### src/rtl/fet_scan_unload_if.sv
// Capture/serial-unload port bundle between a flop-bank readback engine and its host/sink.
interface fet_scan_unload_if #(
  parameter int WIDTH = 8
);
  logic             capture;
  logic [WIDTH-1:0] d;
  logic             so;
  logic             so_valid;
  logic             so_last;
  logic             so_ready;
  logic             busy;
  logic             overrun;
  logic             clr_ovr;

  modport master (
    input  capture, d, so_ready, clr_ovr,
    output so, so_valid, so_last, busy, overrun
  );

  modport slave (
    output capture, d, so_ready, clr_ovr,
    input  so, so_valid, so_last, busy, overrun
  );
endinterface

### src/rtl/fet_scan_unload.sv
// Snapshots a flop-bank word on capture and unloads it one bit per valid/ready
// handshake, optionally followed by an even-parity bit.
//
// state | meaning
// IDLE  | no frame; so/so_valid/so_last/busy low, waiting for capture
// SHIFT | frame in progress; cnt_q = bits remaining, so shows the current bit
module fet_scan_unload #(
  parameter int WIDTH     = 8,
  parameter int LSB_FIRST = 1,
  parameter int PARITY    = 0
) (
  input  logic              clk,
  input  logic              rst,
  fet_scan_unload_if.master bus
);

  localparam int N  = WIDTH + ((PARITY != 0) ? 1 : 0);
  localparam int CW = $clog2(N + 1);

  typedef enum logic {
    IDLE  = 1'b0,
    SHIFT = 1'b1
  } state_t;

  state_t           state_q, state_d;
  logic [CW-1:0]    cnt_q, cnt_d;
  logic [WIDTH-1:0] sr_q, sr_d;
  logic             par_q, par_d;
  logic             ovr_q, ovr_d;
  logic             xfer, last_bit, final_xfer, accept, so_bit;

  always_ff @(posedge clk or posedge rst) begin
    if (rst) begin
      state_q <= IDLE;
      cnt_q   <= '0;
      sr_q    <= '0;
      par_q   <= 1'b0;
      ovr_q   <= 1'b0;
    end else begin
      state_q <= state_d;
      cnt_q   <= cnt_d;
      sr_q    <= sr_d;
      par_q   <= par_d;
      ovr_q   <= ovr_d;
    end
  end

  always_comb begin
    state_d    = state_q;
    cnt_d      = cnt_q;
    sr_d       = sr_q;
    par_d      = par_q;
    ovr_d      = ovr_q;
    xfer       = (state_q == SHIFT) && bus.so_ready;
    last_bit   = (state_q == SHIFT) && (cnt_q == CW'(1));
    final_xfer = xfer && last_bit;
    // A capture landing on the final transfer chains the next frame with no gap.
    accept     = bus.capture && ((state_q == IDLE) || final_xfer);

    if (accept) begin
      sr_d    = bus.d;
      par_d   = ^bus.d;
      cnt_d   = CW'(N);
      state_d = SHIFT;
    end else if (xfer) begin
      if (LSB_FIRST != 0) sr_d = sr_q >> 1;
      else                sr_d = sr_q << 1;
      cnt_d = cnt_q - CW'(1);
      if (cnt_q == CW'(1)) state_d = IDLE;
    end

    // Set beats clear so a coincident clear cannot hide a fresh overrun.
    if (bus.clr_ovr) ovr_d = 1'b0;
    if (bus.capture && (state_q == SHIFT) && !final_xfer) ovr_d = 1'b1;
  end

  always_comb begin
    so_bit = 1'b0;
    if (state_q == SHIFT) begin
      if ((PARITY != 0) && (cnt_q == CW'(1))) so_bit = par_q;
      else if (LSB_FIRST != 0)                so_bit = sr_q[0];
      else                                    so_bit = sr_q[WIDTH-1];
    end
  end

  assign bus.so       = so_bit;
  assign bus.so_valid = (state_q == SHIFT);
  assign bus.busy     = (state_q == SHIFT);
  assign bus.so_last  = last_bit;
  assign bus.overrun  = ovr_q;

endmodule

### src/flat_wrapper.sv
// flat-port wrapper written by rule: the top's interface ports become plain ports
module fet_scan_unload_flat 
#(
  parameter int WIDTH     = 8,
  parameter int LSB_FIRST = 1,
  parameter int PARITY    = 0
)
  (clk, rst, bus_capture, bus_d, bus_so_ready, bus_clr_ovr, bus_so, bus_so_valid, bus_so_last, bus_busy, bus_overrun);
  fet_scan_unload_if #(.WIDTH(WIDTH)) bus_i ();
  input  logic clk;
  input  logic rst;
  input wire logic [$bits(bus_i.capture)-1:0] bus_capture;
  input wire logic [$bits(bus_i.d)-1:0] bus_d;
  input wire logic [$bits(bus_i.so_ready)-1:0] bus_so_ready;
  input wire logic [$bits(bus_i.clr_ovr)-1:0] bus_clr_ovr;
  output wire logic [$bits(bus_i.so)-1:0] bus_so;
  output wire logic [$bits(bus_i.so_valid)-1:0] bus_so_valid;
  output wire logic [$bits(bus_i.so_last)-1:0] bus_so_last;
  output wire logic [$bits(bus_i.busy)-1:0] bus_busy;
  output wire logic [$bits(bus_i.overrun)-1:0] bus_overrun;
  assign bus_i.capture = bus_capture;
  assign bus_i.d = bus_d;
  assign bus_i.so_ready = bus_so_ready;
  assign bus_i.clr_ovr = bus_clr_ovr;
  assign bus_so = bus_i.so;
  assign bus_so_valid = bus_i.so_valid;
  assign bus_so_last = bus_i.so_last;
  assign bus_busy = bus_i.busy;
  assign bus_overrun = bus_i.overrun;
  fet_scan_unload #(.WIDTH(WIDTH), .LSB_FIRST(LSB_FIRST), .PARITY(PARITY)) u_core (.clk(clk), .rst(rst), .bus(bus_i));
endmodule
### config.mk
export PLATFORM = sky130hd
export DESIGN_NAME = fet_scan_unload_flat
export DESIGN_NICKNAME = d
export VERILOG_FILES = /design/src/rtl/fet_scan_unload_if.sv /design/src/rtl/fet_scan_unload.sv /design/src/flat_wrapper.sv
export SDC_FILE = /design/constraint.sdc
export NUM_CORES = 1
export LEC_CHECK = 0
export BUFFER_PORTS_ARGS = -buffer_cell sky130_fd_sc_hd__buf_4
export CAP_MARGIN = 5
export CORE_AREA = 3 3 52 54
export CTS_BUF_LIST = sky130_fd_sc_hd__clkbuf_8
export CTS_CLUSTER_DIAMETER = 50
export CTS_CLUSTER_SIZE = 12
export DETAILED_ROUTE_END_ITERATION = 16
export DIE_AREA = 0 0 55 57
export GPL_TIMING_DRIVEN = 0
export PLACE_DENSITY_LB_ADDON = 0.2
export REMOVE_ABC_BUFFERS = 1
export SLEW_MARGIN = 15
export SYNTH_ARGS = -nofsm -noshare
export SYNTH_HDL_FRONTEND = slang
export SYNTH_SLANG_ARGS = --single-unit
### constraint.sdc
create_clock -name clk -period 4.4 [get_ports clk]
set_input_delay 0.66 -clock clk [delete_from_list [all_inputs] [get_ports clk]]
set_output_delay 0.66 -clock clk [all_outputs]
set_load 0.02 [all_outputs]
# Yosys cells after proc, flatten, opt, wreduce, memory -nomap -nowiden
# Index checks and enable logic that the tools add are counted.
totals:
  output_inout_bits: 5
  register_bits: 14
  in_bits: 13
  elab_cells: 29
classes:
  reduce_logical: 12
  addsub: 1
  bitwise_logic: 1
  eq_ne: 1
  mux: 10
op_table:
  columns: ["cell", "n"]
  rows:
  - ["8-bit two-way mux", 2]
  - ["4-bit two-way mux", 2]
  - ["1-bit logical AND", 6]
  - ["1-bit two-way mux", 6]
  - ["2-bit nonzero test", 3]
  - ["4-bit by 1-bit equality test with 1-bit output (second input constant)", 1]
  - ["4-bit by 1-bit subtractor with 4-bit output (second input constant)", 1]
  - ["2-bit AND reduction", 1]
  - ["1-bit zero test", 1]
  - ["1-bit logical OR", 1]
  - ["1-bit NOT", 1]

# Logic depth before layout (Yosys ltp)
# Gate-level depths: netlist of the first run.
logic_depth:
  ltp_word: 7
  depth_mapped: 6
  ltp_nobuf: 5

# Worst setup path after synthesis of the first run
# No wires, ideal clock.
synth_path:
  path_kind: "flip-flop to output port"
  start: "reg u_core.state_q (netlist: u_core.bus.busy)"
  end: "out bus_so_last"
  slack_ns: 2.517
  path_stages_with_launch: 4
  path_buffers: 1
  required_ns: 3.740
  t_arrival_ns: 1.223
  cell_sequence: "dfrtp_1 -> buf_2 -> nand2_1 -> nor3_1"
synth_via:
  elab_chain_len: 1
synth_rtl:
  columns: ["element", "line_no", "rtl"]
  rows:
  - ["from (decl)", "fet_scan_unload.sv:25", "state_t state_q, state_d;"]
  - ["from (signal assigned)", "fet_scan_unload.sv:40", "state_q <= state_d;"]
  - ["1-bit logical AND", "fet_scan_unload.sv:55", "last_bit = (state_q == SHIFT) && (cnt_q == CW'(1));"]
  - ["to (decl)", "flat_wrapper.sv:18", "output wire logic [$bits(bus_i.so_last)-1:0] bus_so_last;"]
# No other way between the ends.

# Worst setup path after layout of the first run
layout_path:
  start: "reg u_core.cnt_q[1]"
  end: "out bus_so_last"
layout_via:
  elab_chain_len: 2
layout_rtl:
  columns: ["element", "line_no", "rtl"]
  rows:
  - ["from (decl)", "fet_scan_unload.sv:26", "logic [CW-1:0] cnt_q, cnt_d;"]
  - ["from (signal assigned)", "fet_scan_unload.sv:41", "cnt_q <= cnt_d;"]
  - ["4-bit by 1-bit equality test with 1-bit output", "fet_scan_unload.sv:55", null]
  - ["1-bit logical AND", "fet_scan_unload.sv:55", null]
# No other way between the ends.

==> impl_metrics.csv, run 1 <==
group,metric,value,unit
setup_path,reg2reg_slack,2680,ps
setup_path,worst_r2r_endpoint,"u_core.sr_q[5]",
timing,final_max_slew_viol_count,0,
timing,period_minus_slack,2000,ps
clock_tree,htreeDepth,1,
synthesis,synthesis.area_per_instance,10.8,um2
synthesis,ys_warn_count,0,
clock_tree,cts-root-buf,"sky130_fd_sc_hd__clkbuf_8",
clock_tree,cts.sinks,14,
clock_tree,clk_pin_slew_worst_setup_hold_paths,60,ps
power_and_ir_drop,p_leak,0.456,nW
synthesis,post_synth_num_cell_types,22,
run_status,run_status,"completed",
grt,grt_start_max_net_pins,15,
clock_tree,cts_tree,"yes",
placed_design,buffer_ports.inserted,17,
cells_and_area,antenna_cells,0,
die,die_width,55,um
power_and_ir_drop,vdd_drop_max,325,uV
setup_path,crit_type,"reg2out",
timing,unrepaired_setup_endpoints_after_global_routing,"no",
cells_and_area,final_cell_count_no_fill,113,
drt,antenna_violating_nets_remaining,0,
timing,fin_tns_setup,0,ps
clock_tree,cts.repair_timing.setup_buffer_count,0,
synthesis,synth_seq_area_share,48.3,%
clock_tree,cts_buffer_depth,2,
synthesis,syn-instance-count,67,
power_and_ir_drop,total_power,0.000503,W
setup_path,cp_max_fo,4,
power_and_ir_drop,p_per_area,547,mW/mm2
placed_design,dp_cells,109,
die,coreArea,0.00225,mm2
drt,route.detailed.wl_per_inst,12.6,um
drt,viasPerCell,5.14,
grt,grt_pass1_vias,557,
timing,worst_slew_margin_relative_to_its_limit,49.9,%
timing,timing.final.crit_share,45.5,%
synthesis,synth.cell_area,726,um2
drt,drc,0,
die,top_level_ports,18,
cells_and_area,utilization,40.8,%
setup_path,worstPathRequired,3740,ps
drt,dr.pass1.iters,4,
setup_path,critical_path.cell_chain,"inv_1, ha_1, nand2_1, nor3_1, buf_4",
die,die_h,57,um
placed_design,dp_hpwl,1.04,mm
die,die_area,0.00314,mm2
clock_tree,cts.repair.resized,0,
grt,global_route.overflow_total,0,
drt,first_iter_violations,9,
setup_path,cp_slowest_stage_delay,400,ps
cells_and_area,drive_gt1_share,27.1,%
timing,timing.final.setup_violations,0,
job,timing.max_cap.violations,0,
drt,sum_of_routed_wire_length_over_all_layers,1.43,mm
die,std_cell_rows,17,
cells_and_area,most_common_cell_after_layout_fill_and_taps_aside,"sky130_fd_sc_hd__buf_4",
cells_and_area,syn2layout_area_growth,26.7,%
timing,final_hold_viol_count,0,
timing,final.setup_skew,3.35,ps
drt,dr_total_vias,581,
clock_tree,tritoncts.num_buffers,3,
synthesis,synth_seq_cells,14,
timing,max_freq,499,MHz
setup_path,r2r_start,"u_core.cnt_q[1]",
setup_path,endpoint_kind,"output port",
grt,grt_usage,10.6,%
grt,antenna_found_initial,0,
placed_design,replace_congestion,0.724,
clock_tree,clock_latency,240,ps
setup_path,path_depth_of_the_worst_reg2reg_path,5,
setup_path,critical_path.startpoint_type,"flip-flop",
setup_path,critical_path_arrival,1340,ps
grt,first_pass_grt_wire_length,2.45,mm
setup_path,cpMaxStageDelayCell,"sky130_fd_sc_hd__dfrtp_1",
cells_and_area,numnets_final,101,
timing,worst_pin_slew,730,ps
min_path,worstHoldPathType,"in2async",
die,start_util,32.2,%
clock_tree,cts_hold_repair.buffers,0,
cells_and_area,layout_common_cells,"sky130_fd_sc_hd__buf_4, sky130_fd_sc_hd__dfrtp_1, sky130_fd_sc_hd__a221o_1, sky130_fd_sc_hd__and2_1, sky130_fd_sc_hd__nand2_1",
report_power, final:
part / total (W) / leakage (nW) / internal [W] / switching [W]
sequential: 0.000218 / 0.176 / 0.000175 / 0.0000432
clock: 0.000123 / 0.0288 / 0.0000792 / 0.0000438
combinational: 0.000162 / 0.251 / 0.0000920 / 0.0000702
total: 0.000503 / 0.456 / 0.000346 / 0.000157
per-layer routing:
layer	track usage, %	share of wire [%]	vias up
li1	-	-	279
met1	14.2	45	287
met2	15.7	48	13
met3	4.70	6.5	2
met4	2.08	0.77	0
met5	0	0	-
area by class of cell:
class,count,area [um2]
clock buffers,4,55.1
fillers,241,1340
inverters,6,22.5
multi-input cells,44,329
flip-flops and latches,14,350
well taps,28,35.0
repair buffers,17,128
worst max-delay path: cells and delay by family, from the launching register on:
family                     cells  cell delay, ps
DFF                            1             400
buffers and inverters          2             260
adders and majority gates      1             230
and+or+nand+nor                2             210
sequential cells by signal, indices dropped and copies added, names as in the netlist:
register,count
u_core.bus.busy,1
u_core.bus.overrun,1
u_core.cnt_q,4
u_core.sr_q,8
how the worst max path moves through the flow:
stage | startpoint | end | slack [ps] | cells past startpoint
floorplan | u_core.bus.busy | bus_so_last | 2460 | 2
global placement | bus_so_ready | u_core.sr_q[4] | 2600 | 4
detailed placement | bus_so_ready | u_core.sr_q[5] | 2600 | 4
CTS | u_core.cnt_q[1] | bus_so_last | 2370 | 5
global route | u_core.cnt_q[1] | bus_so_last | 2230 | 5
finish | u_core.cnt_q[1] | bus_so_last | 2400 | 5
cell families (layout without fill, tap and decap cells):
kind of cell | after synthesis | in the layout | synth area share (%)
adder cells (fa/ha/maj) | 2 | 2 | 3.45
AND/OR/NAND/NOR | 23 | 23 | 21.0
flip-flops | 14 | 14 | 48.3
multiplexers | 1 | 1 | 1.38
AO/OA/AOI/OAI | 18 | 18 | 19.5
buffers and inverters | 9 | 27 | 6.38
metrics by stage:
step | cell area, um2 | hold slack [ps] | setup slack [ps]
6_report | 920 | 458 | 2400
5_1_grt | 920 | 509 | 2230
4_1_cts | 920 | 479 | 2370
3_5_place_dp | 865 | 494 | 2600
3_3_place_gp | 865 | 483 | 2600
2_1_floorplan | 702 | 471 | 2460
Yosys cell counts (all sizes together):
library cell | count | area, um2
a211oi | 1 | 7.51
a221o | 8 | 80.1
mux2i | 1 | 10.0
nor3 | 2 | 10.0
inv | 6 | 22.5
dfrtp | 14 | 350
and3 | 1 | 11.3
nand2 | 7 | 26.3
nand3 | 2 | 10.0
nand2b | 1 | 6.26
nand4bb | 2 | 38.8
o22ai | 1 | 6.26
o21ai | 2 | 10.0
buf | 3 | 23.8
a22o | 1 | 8.76
o41ai | 1 | 8.76
and2 | 8 | 50.1
a21oi | 4 | 20.0
ha | 2 | 25.0
No activity file was read; power rests on OpenSTA's default activity.
==> run 2: changes to the inputs <==
==> constraint.sdc (replaced) <==
create_clock -name clk -period 1.6 [get_ports clk]
set_input_delay 0.24 -clock clk [delete_from_list [all_inputs] [get_ports clk]]
set_output_delay 0.24 -clock clk [all_outputs]
set_load 0.02 [all_outputs]
==> run 2 against run 1 <==
  * Sequential cell count unchanged
  * Cell count stayed put
  * Via count down 1.0%
  * Core utilization grew 1.9 points
  * Global-route usage rose by 0.052 points
  * Count of clock-buffer cells in the layout stayed put
  * Clock skew barely moved
  * Combinational power grew to 3.0 times the previous value
==> impl_metrics.csv, run 2 (synthesized netlist as in run 1, its figures left out) <==
group,metric,value,unit
drt,dr_total_vias,575,
cells_and_area,layout_common_cells,"sky130_fd_sc_hd__buf_4, sky130_fd_sc_hd__dfrtp_1, sky130_fd_sc_hd__a221o_1, sky130_fd_sc_hd__and2_1, sky130_fd_sc_hd__nand2_1",
setup_path,worstPathBufferInverterCount,1,
setup_path,crit_type,"reg2reg",
run_status,run_status,"completed",
cells_and_area,numnets_final,101,
timing,setup_slack,73.8,ps
cells_and_area,drive_gt1_share,32.9,%
clock_tree,htreeDepth,1,
setup_path,cpMaxStageDelayCell,"sky130_fd_sc_hd__dfrtp_1",
cells_and_area,largest_register,"u_core.sr_q",
timing,worst_slew_margin_relative_to_its_limit,63.8,%
clock_tree,tritoncts.num_buffers,3,
min_path,worstHoldPathType,"in2async",
cells_and_area,most_common_cell_after_layout_fill_and_taps_aside,"sky130_fd_sc_hd__buf_4",
setup_path,critical_path.cell_chain,"inv_1, ha_4, nand4bb_4, and3_4, a221o_1",
clock_tree,clock_latency,240,ps
clock_tree,clk_pin_slew_worst_setup_hold_paths,60,ps
power_and_ir_drop,p_leak,0.453,nW
drt,sum_of_routed_wire_length_over_all_layers,1.48,mm
power_and_ir_drop,p_per_area,1490,mW/mm2
clock_tree,cts_tree,"yes",
grt,grt_usage,10.6,%
die,die_h,57,um
die,top_level_ports,18,
drt,antenna_violating_nets_remaining,0,
cells_and_area,nFillCells,238,
clock_tree,cts.repair_timing.setup_buffer_count,0,
drt,viasPerCell,5.09,
clock_tree,cts.sinks,14,
setup_path,critical_path.startpoint_type,"flip-flop",
drt,drc,0,
clock_tree,cts-root-buf,"sky130_fd_sc_hd__clkbuf_8",
power_and_ir_drop,total_power,0.00143,W
placed_design,replace_congestion,0.724,
die,start_util,32.2,%
placed_design,dp_hpwl,1.04,mm
timing,worst_pin_slew,542,ps
cells_and_area,largest_register_ff_count,8,
clock_tree,cts_buffer_depth,2,
power_and_ir_drop,vdd_drop_max,896,uV
setup_path,worstPathRequired,1720,ps
grt,first_pass_grt_wire_length,2.46,mm
timing,timing.final.crit_share,95.4,%
cells_and_area,finalInstanceArea,962,um2
drt,first_iter_violations,12,
setup_path,cp_slowest_stage_delay,400,ps
timing,timing.final.setup_violations,0,
cells_and_area,syn2layout_area_growth,32.6,%
die,die_area,0.00314,mm2
die,coreArea,0.00225,mm2
timing,fin_worst_hold_slack,41.5,ps
grt,antenna_found_initial,0,
cells_and_area,largest_registers,"u_core.sr_q: 8 flops, u_core.cnt_q: 4 flops",
job,timing.max_cap.violations,0,
die,die_width,55,um
placed_design,placedInstanceArea,865,um2
placed_design,preCtsSetupSlack,-106,ps
setup_path,endpoint_kind,"flip-flop",
setup_path,cp_max_fo,7,
drt,dr.pass1.iters,4,
timing,period_minus_slack,1530,ps
timing,max_freq,655,MHz
timing,unrepaired_setup_endpoints_after_global_routing,"no",
setup_path,timing.critical_path.max_delay_family,"flip-flops",
drt,route.detailed.wl_per_inst,13.1,um
grt,global_route.overflow_total,0,
timing,final_max_slew_viol_count,0,
setup_path,critical_path_arrival,1650,ps
timing,final_hold_viol_count,0,
grt,grt_pass1_vias,554,
cells_and_area,antenna_cells,0,
die,std_cell_rows,17,
grt,grt_start_max_net_pins,15,
placed_design,buffer_ports.inserted,17,
timing,final.setup_skew,3.62,ps
==> run 2: cell counts in the layout (fill, tap and decap cells not counted) <==
No cell type changed its count.
==> run 2: cell type report <==
type                    instances  area [um2]  area share (%)
repair buffers                 17         128            13.3
inverters                       6        22.5            2.34
clock buffers                   4        55.1            5.72
well taps                      28        35.0            3.64
multi-input cells              44         370            38.5
flip-flops and latches         14         352            36.5
==> run 2: final timing paths <==
kind	end	slack, ps	from	cells past startpoint
setup / recovery	u_core.sr_q[5]	70	u_core.cnt_q[1]	5
hold / removal	u_core.sr_q[3]	40	rst	2
setup reg to reg	u_core.sr_q[5]	70	u_core.cnt_q[1]	5
hold reg to reg	u_core.sr_q[4]	500	u_core.sr_q[5]	1
max in group asynchronous	u_core.bus.busy	1170	rst	2
min in group clk	u_core.bus.overrun	190	bus_clr_ovr	2
==> run 2: power by group <==
| group | switching (W) | total [W] | internal, W | leakage [nW] |
|---|---|---|---|---|
| clock | 0.000121 | 0.000339 | 0.000218 | 0.0288 |
| combinational | 0.000206 | 0.000479 | 0.000273 | 0.249 |
| sequential | 0.000132 | 0.000613 | 0.000481 | 0.175 |
| total | 0.000460 | 0.00143 | 0.000971 | 0.453 |
==> run 2: worst register-to-register path: stages (launching register included) <==
cell and delay [ps]:
sky130_fd_sc_hd__dfrtp_1 400, sky130_fd_sc_hd__inv_1 130, sky130_fd_sc_hd__ha_4 170, sky130_fd_sc_hd__nand4bb_4 130, sky130_fd_sc_hd__and3_4 240, sky130_fd_sc_hd__a221o_1 350
==> run 2: what timing repair did <==
| action | CTS | global route |
|---|---|---|
| endpoints found under the setup margin | 9 | 10 |
| gates resized for setup | 3 | 5 |
| endpoints found under the hold margin | 0 | 0 |
| hold buffers | 0 | 0 |
==> run 2: metrics by stage <==
stage          instances  TNS [ps]  utilization (%)
6_report             113         0             42.7
5_1_grt              113         0             42.7
4_1_cts              113         0             41.2
3_5_place_dp         109      -766             38.3
3_3_place_gp         109      -836             38.3
2_1_floorplan         64         0                -
==> run 2: metal layers <==
metal | part of all wire [%] | track usage (%)
met5 | 0 | 0
met4 | 0.74 | 2.08
met3 | 6.2 | 4.70
met2 | 45 | 15.5
met1 | 48 | 14.5
